--- src/rtl/uart_pkg.sv ---
// uart_pkg
//   Shared definitions for the UART receive-and-capture block:
//   - rx_state_t : receiver FSM state encoding
//   - PAR_*      : parity mode selectors for the PARITY parameter
//   - calc_cpb() : clocks per bit derived from clock and baud frequencies
package uart_pkg;

    typedef enum logic [2:0] {
        ST_IDLE,
        ST_START,
        ST_DATA,
        ST_PARITY,
        ST_STOP,
        ST_WAIT_IDLE
    } rx_state_t;

    localparam int PAR_NONE = 0;
    localparam int PAR_EVEN = 1;
    localparam int PAR_ODD  = 2;

    // Integer clocks per bit. The caller checks the result at elaboration
    // time; anything below 4 leaves no room for a mid-bit sample.
    function automatic int calc_cpb(input int clock_freq, input int baud_rate);
        return clock_freq / baud_rate;
    endfunction

endpackage

--- src/rtl/sync_fifo.sv ---
// sync_fifo
//   First-word-fall-through synchronous FIFO with registered occupancy.
//   Ports:
//     clk, rst_n   clock, asynchronous active-low reset
//     push         write push_data this cycle (dropped when full and no pop)
//     push_data    write data
//     pop          consume the head entry (ignored when empty)
//     pop_data     head entry, valid whenever valid = 1 (0 when empty)
//     valid        FIFO non-empty
//     full         FIFO holds DEPTH entries
//     level        current occupancy, 0..DEPTH
//   A push and a pop in the same cycle both take effect, including when full.
module sync_fifo #(
    parameter int WIDTH = 8,
    parameter int DEPTH = 16
) (
    input  logic                     clk,
    input  logic                     rst_n,
    input  logic                     push,
    input  logic [WIDTH-1:0]         push_data,
    input  logic                     pop,
    output logic [WIDTH-1:0]         pop_data,
    output logic                     valid,
    output logic                     full,
    output logic [$clog2(DEPTH):0]   level
);

    localparam int AW = $clog2(DEPTH);
    localparam int LW = AW + 1;

    logic [WIDTH-1:0] mem [DEPTH];
    logic [AW-1:0]    wr_ptr;
    logic [AW-1:0]    rd_ptr;
    logic             do_push;
    logic             do_pop;

    assign valid    = (level != '0);
    assign full     = (level == LW'(DEPTH));
    assign do_pop   = pop && valid;
    // A full FIFO still accepts a write when the head leaves in the same cycle.
    assign do_push  = push && (!full || do_pop);
    assign pop_data = valid ? mem[rd_ptr] : '0;

    always_ff @(posedge clk) begin
        if (do_push) begin
            mem[wr_ptr] <= push_data;
        end
    end

    // DEPTH is a power of two, so the pointers wrap by natural overflow.
    always_ff @(posedge clk or negedge rst_n) begin
        if (!rst_n) begin
            wr_ptr <= '0;
            rd_ptr <= '0;
            level  <= '0;
        end else begin
            if (do_push) begin
                wr_ptr <= wr_ptr + 1'b1;
            end
            if (do_pop) begin
                rd_ptr <= rd_ptr + 1'b1;
            end
            case ({do_push, do_pop})
                2'b10:   level <= level + 1'b1;
                2'b01:   level <= level - 1'b1;
                default: level <= level;
            endcase
        end
    end

endmodule

--- src/rtl/uart_rx_capture.sv ---
// uart_rx_capture
//   UART receiver with framing/parity checking and a FWFT capture buffer.
//   Ports:
//     clk, rst_n    clock, asynchronous active-low reset
//     serial_in     serial line, idle high, LSB first
//     enable        receiver enable; low forces the FSM back to idle
//     data_out      head character of the capture FIFO
//     data_valid    capture FIFO non-empty
//     data_ready    drain handshake input
//     fifo_level    current FIFO occupancy
//     char_count    characters accepted into the FIFO since reset (wraps)
//     frame_err     sticky: a stop bit was sampled low
//     parity_err    sticky: a parity mismatch occurred
//     overflow      sticky: a good character was dropped on a full FIFO
//     clear_errs    synchronous clear of the three sticky flags
//   Drain handshake: a character is transferred on every rising clk edge
//   where data_valid && data_ready; data_out is stable while data_valid is
//   high and not yet taken, and data_ready may be asserted at any time.
//   The receiver state is held in the internal signal `state` (rx_state_t).
module uart_rx_capture
    import uart_pkg::*;
#(
    parameter int CLOCK_FREQ = 50_000_000,
    parameter int BAUD_RATE  = 10_000_000,
    parameter int DATA_BITS  = 8,
    parameter int PARITY     = 0,
    parameter int STOP_BITS  = 1,
    parameter int FIFO_DEPTH = 16
) (
    input  logic                          clk,
    input  logic                          rst_n,
    input  logic                          serial_in,
    input  logic                          enable,
    output logic [DATA_BITS-1:0]          data_out,
    output logic                          data_valid,
    input  logic                          data_ready,
    output logic [$clog2(FIFO_DEPTH):0]   fifo_level,
    output logic [31:0]                   char_count,
    output logic                          frame_err,
    output logic                          parity_err,
    output logic                          overflow,
    input  logic                          clear_errs
);

    localparam int CPB = calc_cpb(CLOCK_FREQ, BAUD_RATE);
    localparam int TW  = $clog2(CPB);

    localparam logic [TW-1:0] HALF_T    = TW'(CPB / 2);
    localparam logic [TW-1:0] LAST_T    = TW'(CPB - 1);
    localparam logic [3:0]    LAST_DATA = 4'(DATA_BITS - 1);
    localparam logic [3:0]    LAST_STOP = 4'(STOP_BITS - 1);

    if (CPB < 4) begin : g_cpb_check
        $error("uart_rx_capture: CLOCK_FREQ/BAUD_RATE must be at least 4");
    end

    rx_state_t            state;
    logic                 rx_meta;
    logic                 rx_s;
    logic [TW-1:0]        timer;
    logic [3:0]           bit_cnt;
    logic [DATA_BITS-1:0] shreg;
    logic                 par_bad;
    logic                 stop_bad;
    logic                 push_req;
    logic                 frame_evt;
    logic                 parity_evt;
    logic                 fifo_full;
    logic                 pop;
    logic                 accept;
    logic                 drop;

    // Two-flop synchroniser; reset to the idle line level so that leaving
    // reset never looks like a start bit.
    always_ff @(posedge clk or negedge rst_n) begin
        if (!rst_n) begin
            rx_meta <= 1'b1;
            rx_s    <= 1'b1;
        end else begin
            rx_meta <= serial_in;
            rx_s    <= rx_meta;
        end
    end

    // Receiver FSM. push_req / frame_evt / parity_evt are one-cycle pulses
    // issued on the cycle after the last stop sample.
    always_ff @(posedge clk or negedge rst_n) begin
        if (!rst_n) begin
            state      <= ST_IDLE;
            timer      <= '0;
            bit_cnt    <= '0;
            shreg      <= '0;
            par_bad    <= 1'b0;
            stop_bad   <= 1'b0;
            push_req   <= 1'b0;
            frame_evt  <= 1'b0;
            parity_evt <= 1'b0;
        end else begin
            push_req   <= 1'b0;
            frame_evt  <= 1'b0;
            parity_evt <= 1'b0;
            if (!enable) begin
                state <= ST_IDLE;
                timer <= '0;
            end else begin
                case (state)
                    ST_IDLE: begin
                        if (!rx_s) begin
                            state <= ST_START;
                            timer <= '0;
                        end
                    end
                    ST_START: begin
                        if (timer == HALF_T) begin
                            // High at mid-start means a glitch, not a frame.
                            state    <= rx_s ? ST_IDLE : ST_DATA;
                            timer    <= '0;
                            bit_cnt  <= '0;
                            par_bad  <= 1'b0;
                            stop_bad <= 1'b0;
                        end else begin
                            timer <= timer + 1'b1;
                        end
                    end
                    ST_DATA: begin
                        if (timer == LAST_T) begin
                            timer <= '0;
                            shreg <= {rx_s, shreg[DATA_BITS-1:1]};
                            if (bit_cnt == LAST_DATA) begin
                                bit_cnt <= '0;
                                state   <= (PARITY == PAR_NONE) ? ST_STOP : ST_PARITY;
                            end else begin
                                bit_cnt <= bit_cnt + 1'b1;
                            end
                        end else begin
                            timer <= timer + 1'b1;
                        end
                    end
                    ST_PARITY: begin
                        if (timer == LAST_T) begin
                            timer   <= '0;
                            // XOR over data and parity bit: 0 for even, 1 for odd.
                            par_bad <= ((^shreg) ^ rx_s) != (PARITY == PAR_ODD);
                            bit_cnt <= '0;
                            state   <= ST_STOP;
                        end else begin
                            timer <= timer + 1'b1;
                        end
                    end
                    ST_STOP: begin
                        if (timer == LAST_T) begin
                            timer <= '0;
                            if (bit_cnt == LAST_STOP) begin
                                bit_cnt    <= '0;
                                parity_evt <= par_bad;
                                if (stop_bad || !rx_s) begin
                                    frame_evt <= 1'b1;
                                    state     <= ST_WAIT_IDLE;
                                end else begin
                                    push_req <= !par_bad;
                                    state    <= ST_IDLE;
                                end
                            end else begin
                                bit_cnt  <= bit_cnt + 1'b1;
                                stop_bad <= stop_bad | !rx_s;
                            end
                        end else begin
                            timer <= timer + 1'b1;
                        end
                    end
                    ST_WAIT_IDLE: begin
                        // Hold through a break until the line returns high.
                        if (rx_s) begin
                            state <= ST_IDLE;
                        end
                    end
                    default: state <= ST_IDLE;
                endcase
            end
        end
    end

    assign pop    = data_valid && data_ready;
    assign accept = push_req && (!fifo_full || pop);
    assign drop   = push_req && fifo_full && !pop;

    // Sticky flags: an event in the same cycle as clear_errs wins.
    always_ff @(posedge clk or negedge rst_n) begin
        if (!rst_n) begin
            frame_err  <= 1'b0;
            parity_err <= 1'b0;
            overflow   <= 1'b0;
            char_count <= '0;
        end else begin
            if (clear_errs) begin
                frame_err  <= 1'b0;
                parity_err <= 1'b0;
                overflow   <= 1'b0;
            end
            if (frame_evt) begin
                frame_err <= 1'b1;
            end
            if (parity_evt) begin
                parity_err <= 1'b1;
            end
            if (drop) begin
                overflow <= 1'b1;
            end
            if (accept) begin
                char_count <= char_count + 1'b1;
            end
        end
    end

    sync_fifo #(
        .WIDTH (DATA_BITS),
        .DEPTH (FIFO_DEPTH)
    ) u_fifo (
        .clk       (clk),
        .rst_n     (rst_n),
        .push      (push_req),
        .push_data (shreg),
        .pop       (data_ready),
        .pop_data  (data_out),
        .valid     (data_valid),
        .full      (fifo_full),
        .level     (fifo_level)
    );

endmodule
--- config.mk ---
export PLATFORM = sky130hd
export DESIGN_NAME = uart_rx_capture
export DESIGN_NICKNAME = d
export VERILOG_FILES = /design/src/rtl/uart_pkg.sv /design/src/rtl/sync_fifo.sv /design/src/rtl/uart_rx_capture.sv
export SDC_FILE = /design/constraint.sdc
export NUM_CORES = 1
export LEC_CHECK = 0
export BUFFER_PORTS_ARGS = -buffer_cell sky130_fd_sc_hd__buf_4
export CAP_MARGIN = 5
export CORE_ASPECT_RATIO = 0.6
export CORE_UTILIZATION = 50
export CTS_BUF_LIST = sky130_fd_sc_hd__clkbuf_4 sky130_fd_sc_hd__clkbuf_8
export DETAILED_ROUTE_END_ITERATION = 10
export HOLD_SLACK_MARGIN = 0.08
export PLACE_DENSITY = 0.68
export SLEW_MARGIN = 20
export SYNTH_ARGS = -nofsm -noshare
export SYNTH_HDL_FRONTEND = slang
export SYNTH_SLANG_ARGS = --single-unit
--- constraint.sdc ---
create_clock -name clk -period 3.2 [get_ports clk]
set_input_delay 0.64 -clock clk [delete_from_list [all_inputs] [get_ports clk]]
set_output_delay 0.64 -clock clk [all_outputs]
set_load 0.005 [all_outputs]
# Word level (Yosys, flattened, before mapping)
# Memory sizes are Yosys's and may differ from the RTL's.
# Index checks and enable logic that the tools add are counted.
dict set report word_totals {
  regBits 73
  latch_bits 0
  ram_bits 128
  mem_bits_ro 0
  inputBits 6
  memories 1
}
dict set report classes {
  n_addsub 7
  n_mul 0
  div 0
  n_lt_le_gt_ge 0
  eq_ne 25
  shifts 0
  muxes 52
  n_bitwise 2
  n_reduce_logical 28
}
# memory words word_bits rd rd_ports_with_merged_regs write_ports line
set memory_table {}
lappend memory_table {u_fifo.mem 16 8 1 0 1 sync_fifo.sv:31} ;# logic [WIDTH-1:0] mem [DEPTH];
# cell count
set ops {}
lappend ops {{$mux 3} 14}
lappend ops {{$add 32x1->32 const B} 1}
lappend ops {{$mux 1} 24}
lappend ops {{$mux 4} 6}
lappend ops {{$ne 3x3->1 const B} 8}
lappend ops {{$pmux 3 s6} 1}
lappend ops {{$pmux 4 s4} 1}
lappend ops {{$add 4x1->4 const B} 3}
lappend ops {{$reduce_bool 2->1} 6}
lappend ops {{$ne 2x2->1 const B} 5}
lappend ops {{$pmux 5 s2} 1}
lappend ops {{$eq 3x2->1 const B} 3}
lappend ops {{$eq 3x3->1 const B} 3}
lappend ops {{$pmux 3 s3} 1}
lappend ops {{$mux 8} 1}
lappend ops {{$reduce_and 8->1} 1}
lappend ops {{$reduce_xor 8->1} 1}
lappend ops {{$reduce_and 6->1} 1}
lappend ops {{$add 5x1->5 const B} 1}
lappend ops {{$eq 5x5->1 const B} 1}
lappend ops {{$reduce_and 5->1} 1}
lappend ops {{$reduce_bool 5->1} 1}
lappend ops {{$sub 5x1->5 const B} 1}
lappend ops {{$eq 4x3->1 const B} 1}
lappend ops {{other kinds (19)} 27}

# Depth between registers and ports, before layout
dict set report logic_depth {
  depth_word 7
  depth_mapped 12
}

# Modules after synthesis
# A second synthesis with hierarchy kept.
dict set report hier_totals {
  cells_unflattened 561
  area_unflattened_um2 8748.4
}
# module instances cells_per_inst area_per_inst_um2
set modules_own_cells {}
lappend modules_own_cells {sync_fifo 1 297 5838.1}
lappend modules_own_cells {uart_rx_capture 1 264 2910.3}

# Worst setup path after synthesis
# No wires, ideal clock.
dict set report synth_path {
  path_type {register to register}
  from {register u_fifo.level[1]}
  to {register u_fifo.level[4]}
  setup_ps 128
  t_arrival_ps 2600
  required_ps 3072
  setup_slack_ps 471
  path_stages_with_launch 13
  n_path_buf 1
  synth_period_minus_slack_ps 2729
  cell_sequence {dfrtp_1 -> or4_4 -> nor2_4 -> nor2b_1 -> clkbuf_1 -> ha_1 -> xor2_1 -> ha_1 -> nand3b_1 -> o21ai_0 -> a222oi_1 -> nor2_1 -> xor2_1}
}
dict set report synth_via {
  elab_chain_cells 6
  elab_cells_between_ends 12
  classes_between {2 x add/sub; 3 x eq/ne; 1 x mux; 6 x reduce/logical}
}
# item line
set synth_lines {}
lappend synth_lines {{start: declaration} sync_fifo.sv:25} ;# output logic [$clog2(DEPTH):0] level
lappend synth_lines {{start signal: assignment} sync_fifo.sv:64} ;# 2'b10: level <= level + 1'b1;
lappend synth_lines {{start signal: assignment} sync_fifo.sv:65} ;# 2'b01: level <= level - 1'b1;
lappend synth_lines {{start signal: assignment} sync_fifo.sv:66} ;# default: level <= level;
lappend synth_lines {{$reduce_bool 5->1 *} sync_fifo.sv:37} ;# assign valid = (level != '0);
lappend synth_lines {{$logic_and 1x1->1 *} n/a}
lappend synth_lines {{net pop} uart_rx_capture.sv:69} ;# logic pop;
lappend synth_lines {{$logic_or 1x1->1} sync_fifo.sv:41} ;# assign do_push = push && (!full || do_pop);
lappend synth_lines {{$logic_and 1x1->1} sync_fifo.sv:41}
lappend synth_lines {{$eq 2x1->1 / $eq 2x2->1 (equally long branches)} sync_fifo.sv:63} ;# case ({do_push, do_pop})
lappend synth_lines {{$pmux 5 s2 / $reduce_bool 2->1 (equally long branches)} n/a}
# The timed path passes the listed nets; every way through them passes the cells marked *.
# A chain may end at the register's enable or synchronous reset.

# Worst setup path after layout
dict set report layout_path {
  from {register u_fifo.rd_ptr[0]}
  to {output data_out[1]}
}
dict set report layout_via {
  elab_chain_cells 2
}
# item line
set layout_lines {}
lappend layout_lines {{start: declaration} sync_fifo.sv:33} ;# logic [AW-1:0] rd_ptr;
lappend layout_lines {{start signal: assignment} sync_fifo.sv:61} ;# rd_ptr <= rd_ptr + 1'b1;
lappend layout_lines {{$mem_v2 16x8} n/a}
lappend layout_lines {{$mux 8} sync_fifo.sv:42} ;# assign pop_data = valid ? mem[rd_ptr] : '0;
lappend layout_lines {{end: declaration} uart_rx_capture.sv:34} ;# output logic [DATA_BITS-1:0] data_out,
# Every way passes these cells.

==> flow_metrics.tcl <==
set metrics [dict create \
    netlist_top_cells_area "edfxtp_1, dfrtp_1, mux4_2" \
    core-area_sq_um 16490 \
    grt_pass1_wl_mm 26.94 \
    fin_area_sq_um 9962 \
    max_stage_delay_ns 0.51 \
    drive_gt1_frac 0.2808 \
    ys_types 61 \
    synth-seq-area-share 0.6615 \
    rsz0062_at_grt "true" \
    fin_crit_ns 3.232 \
    grt_max_degree 55 \
    use_met1 0.3216 \
    synth_edf_count 128 \
    p_per_area_nw_per_um2 627.4 \
    worst_path_most_repeated_cell "mux4_2" \
    start_util 0.5202 \
    hold_class "input pin to asynchronous set/reset pin" \
    vias 4822 \
    grt_remaining_overflow 0 \
    drt_pass1_iterations 5 \
    crit_slowest_cell "mux4_2" \
    tritoncts "yes" \
    layout_commonest_cell "edfxtp_1" \
    place_area_sq_um 9288 \
    place_hpwl_mm 11.33 \
    setup_viol 3 \
    nets 640 \
    synth_top_area_cell "edfxtp_1" \
    vdd_drop_max_mv 0.3920 \
    skew_ns 0.01534 \
    most-common-layout-cells "edfxtp_1, dfrtp_1, buf_4, xnor2_1, mux4_2" \
    clock_latency_ns 0.55 \
    grtUsageTotal 0.2078 \
    synth_ff_type "edfxtp_1" \
    synth_top_area_frac 0.4482 \
    syn_nets 558 \
    die_width_um 171.1 \
    syn_area_sq_um 8576 \
    fillers 1271 \
    dieArea_sq_um 17700 \
    avgSynthCellArea_sq_um 15.94 \
    cp_top_family "multiplexers" \
    drt-total-wl_mm 17.51 \
    synthCells 538 \
    multi_input_area_sq_um 2788 \
    cp_cell_sequence "buf_6 -> buf_16 -> mux4_2 -> mux4_2 -> nor2b_1 -> buf_4" \
    htreeDepth 1 \
    die_h_um 103.4 \
    portBuffers 54 \
    p_leak_nw 3.799 \
    dp_cells 810 \
    relSlewSlack 0.3810 \
    cp_data_required_time_ns 2.56 \
    outcome "finished with violations" \
    drc 0 \
    hold_violations 0 \
    busiest_layer "met1" \
    end_kind "output port" \
    drtAntennaViolNets 0 \
    gr-usage-met2 0.3058 \
    slew_viol_final 0 \
    arrival_ns 2.59 \
    io_pins 55 \
    tightest_slew_ns 0.9250 \
    cap_violations 0 \
    place_congestion 0.8235 \
    clk_pin_slew_ns 0.06 \
    fin_cells 869 \
    seqCellArea_sq_um 5674 \
    design_power_total_mw 6.251 \
    critPathMaxFanout 8 \
    max_freq_ghz 0.3094 \
    fin_ws_ns -0.03171 \
    yosys_warnings 0 \
    num_rows 36 \
    via_per_inst 5.549 \
    start_kind "register" \
    cts-root-buf "clkbuf_8" \
    grt_pass1_vias 4725 \
    numCtsBuffers 30 \
    cts_hold_repair.buffers 0 \
    async_reset_ff_frac 0.3632 \
    diodes 0 \
    setup.worst_path.class "register to output port" \
    period_share 1.010 \
    cts_sinks 201 \
    routedWlPerCell_um 20.15 \
    grtUsageMet3 0.04186 \
    cts.path.max_buffers 3 \
    antenna_found_initial 0 \
    path_buf_inv 3 \
    drt_iter0_drc 455 \
    areaGrowthSynthToFinish_pct 16.17 \
    violations "negative setup slack" \
    synth_seq_cells 201 \
]
==> power breakdown <==
group | switching, mW | internal (mW)
Clock | 0.947 | 0.966
Sequential | 0.203 | 2.82
Combinational | 0.560 | 0.750
Total | 1.71 | 4.54
==> path summary, 6_finish.rpt <==
path	from	to	slack, ns	cells after the start
max	u_fifo.rd_ptr[0]$_DFFE_PN0P_	data_out[1]	-0.03	6
min	rst_n	timer[0]$_DFFE_PN0P_	0.13	1
max reg2reg	u_fifo.level[1]$_DFFE_PN0P_	u_fifo.level[4]$_DFFE_PN0P_	0.28	11
min reg2reg	rx_meta$_DFF_PN1_	rx_s$_DFF_PN1_	0.36	0
max in group asynchronous	rst_n	rx_s$_DFF_PN1_	2.41	2
min in group clk	serial_in	rx_meta$_DFF_PN1_	0.20	1
==> metal layers <==
metal | vias to the layer above | part of all wire
li1 | 2201 | -
met1 | 2449 | 0.48
met2 | 145 | 0.43
met3 | 27 | 0.072
met4 | 0 | 0.016
met5 | - | 0
==> synth_stat cells (7+ instances only) <==
cell type and instances:
buf_2 8, dfrtp_1 71, edfxtp_1 128, ha_1 14, inv_1 11, mux2_2 9, mux4_2 40, nand2_1 29
nand2b_1 7, nand3_1 16, nand4_1 13, nor2_1 29, nor2b_1 12, nor3_1 9, o21ai_0 10, xnor2_1 42
xor2_1 10
==> layout make-up <==
| cell class | count | area share |
|---|---|---|
| Clock inverter | 16 | 0.007033 |
| Multi-Input combinational cell | 304 | 0.2798 |
| Clock buffer | 37 | 0.04735 |
| Sequential cell | 201 | 0.5696 |
| Timing Repair Buffer | 71 | 0.06305 |
| Tap cell | 228 | 0.02864 |
| Inverter | 12 | 0.004521 |
==> state kept, by name, indices dropped and copies added, names as in the netlist, 3 cells and up <==
name,cells
u_fifo.rd_ptr,4
bit_cnt,4
shreg,8
u_fifo.mem,128
state,3
char_count,32
u_fifo.level,5
timer,3
u_fifo.wr_ptr,4
==> logic make-up (layout without fill, tap and decap cells) <==
family	count (synthesis)	after routing	share of synthesized area
buffers and inverters	33	136	0.01692
AND/OR/NAND/NOR	147	147	0.09498
multiplexers	51	51	0.1193
XOR/XNOR	52	52	0.05311
flip-flops	201	201	0.6615
AO/OA/AOI/OAI	40	40	0.03370
adder cells (fa/ha/maj)	14	14	0.02043
==> repair_timing <==
action | 4_1_cts | 5_1_grt
gates resized for setup | 6 | 14
setup endpoints to repair | 8 | 8
buffers inserted | 5 | 0
gates cloned | 4 | 0
==> metrics by stage <==
step / util / setup WS (ns) / hold slack [ns] / TNS (ns)
after floorplan: - / 0.4714 / 0.3444 / 0
after global placement: 0.5634 / 0.4161 / 0.3468 / 0
after detailed placement: 0.5634 / 0.3026 / 0.3537 / 0
after CTS: 0.6056 / -0.03660 / 0.1587 / -0.2068
after global routing: 0.6043 / -0.1002 / 0.1746 / -0.6521
final: 0.6043 / -0.03171 / 0.1313 / -0.04496
Note: power is estimated with default switching activity, not from simulation.
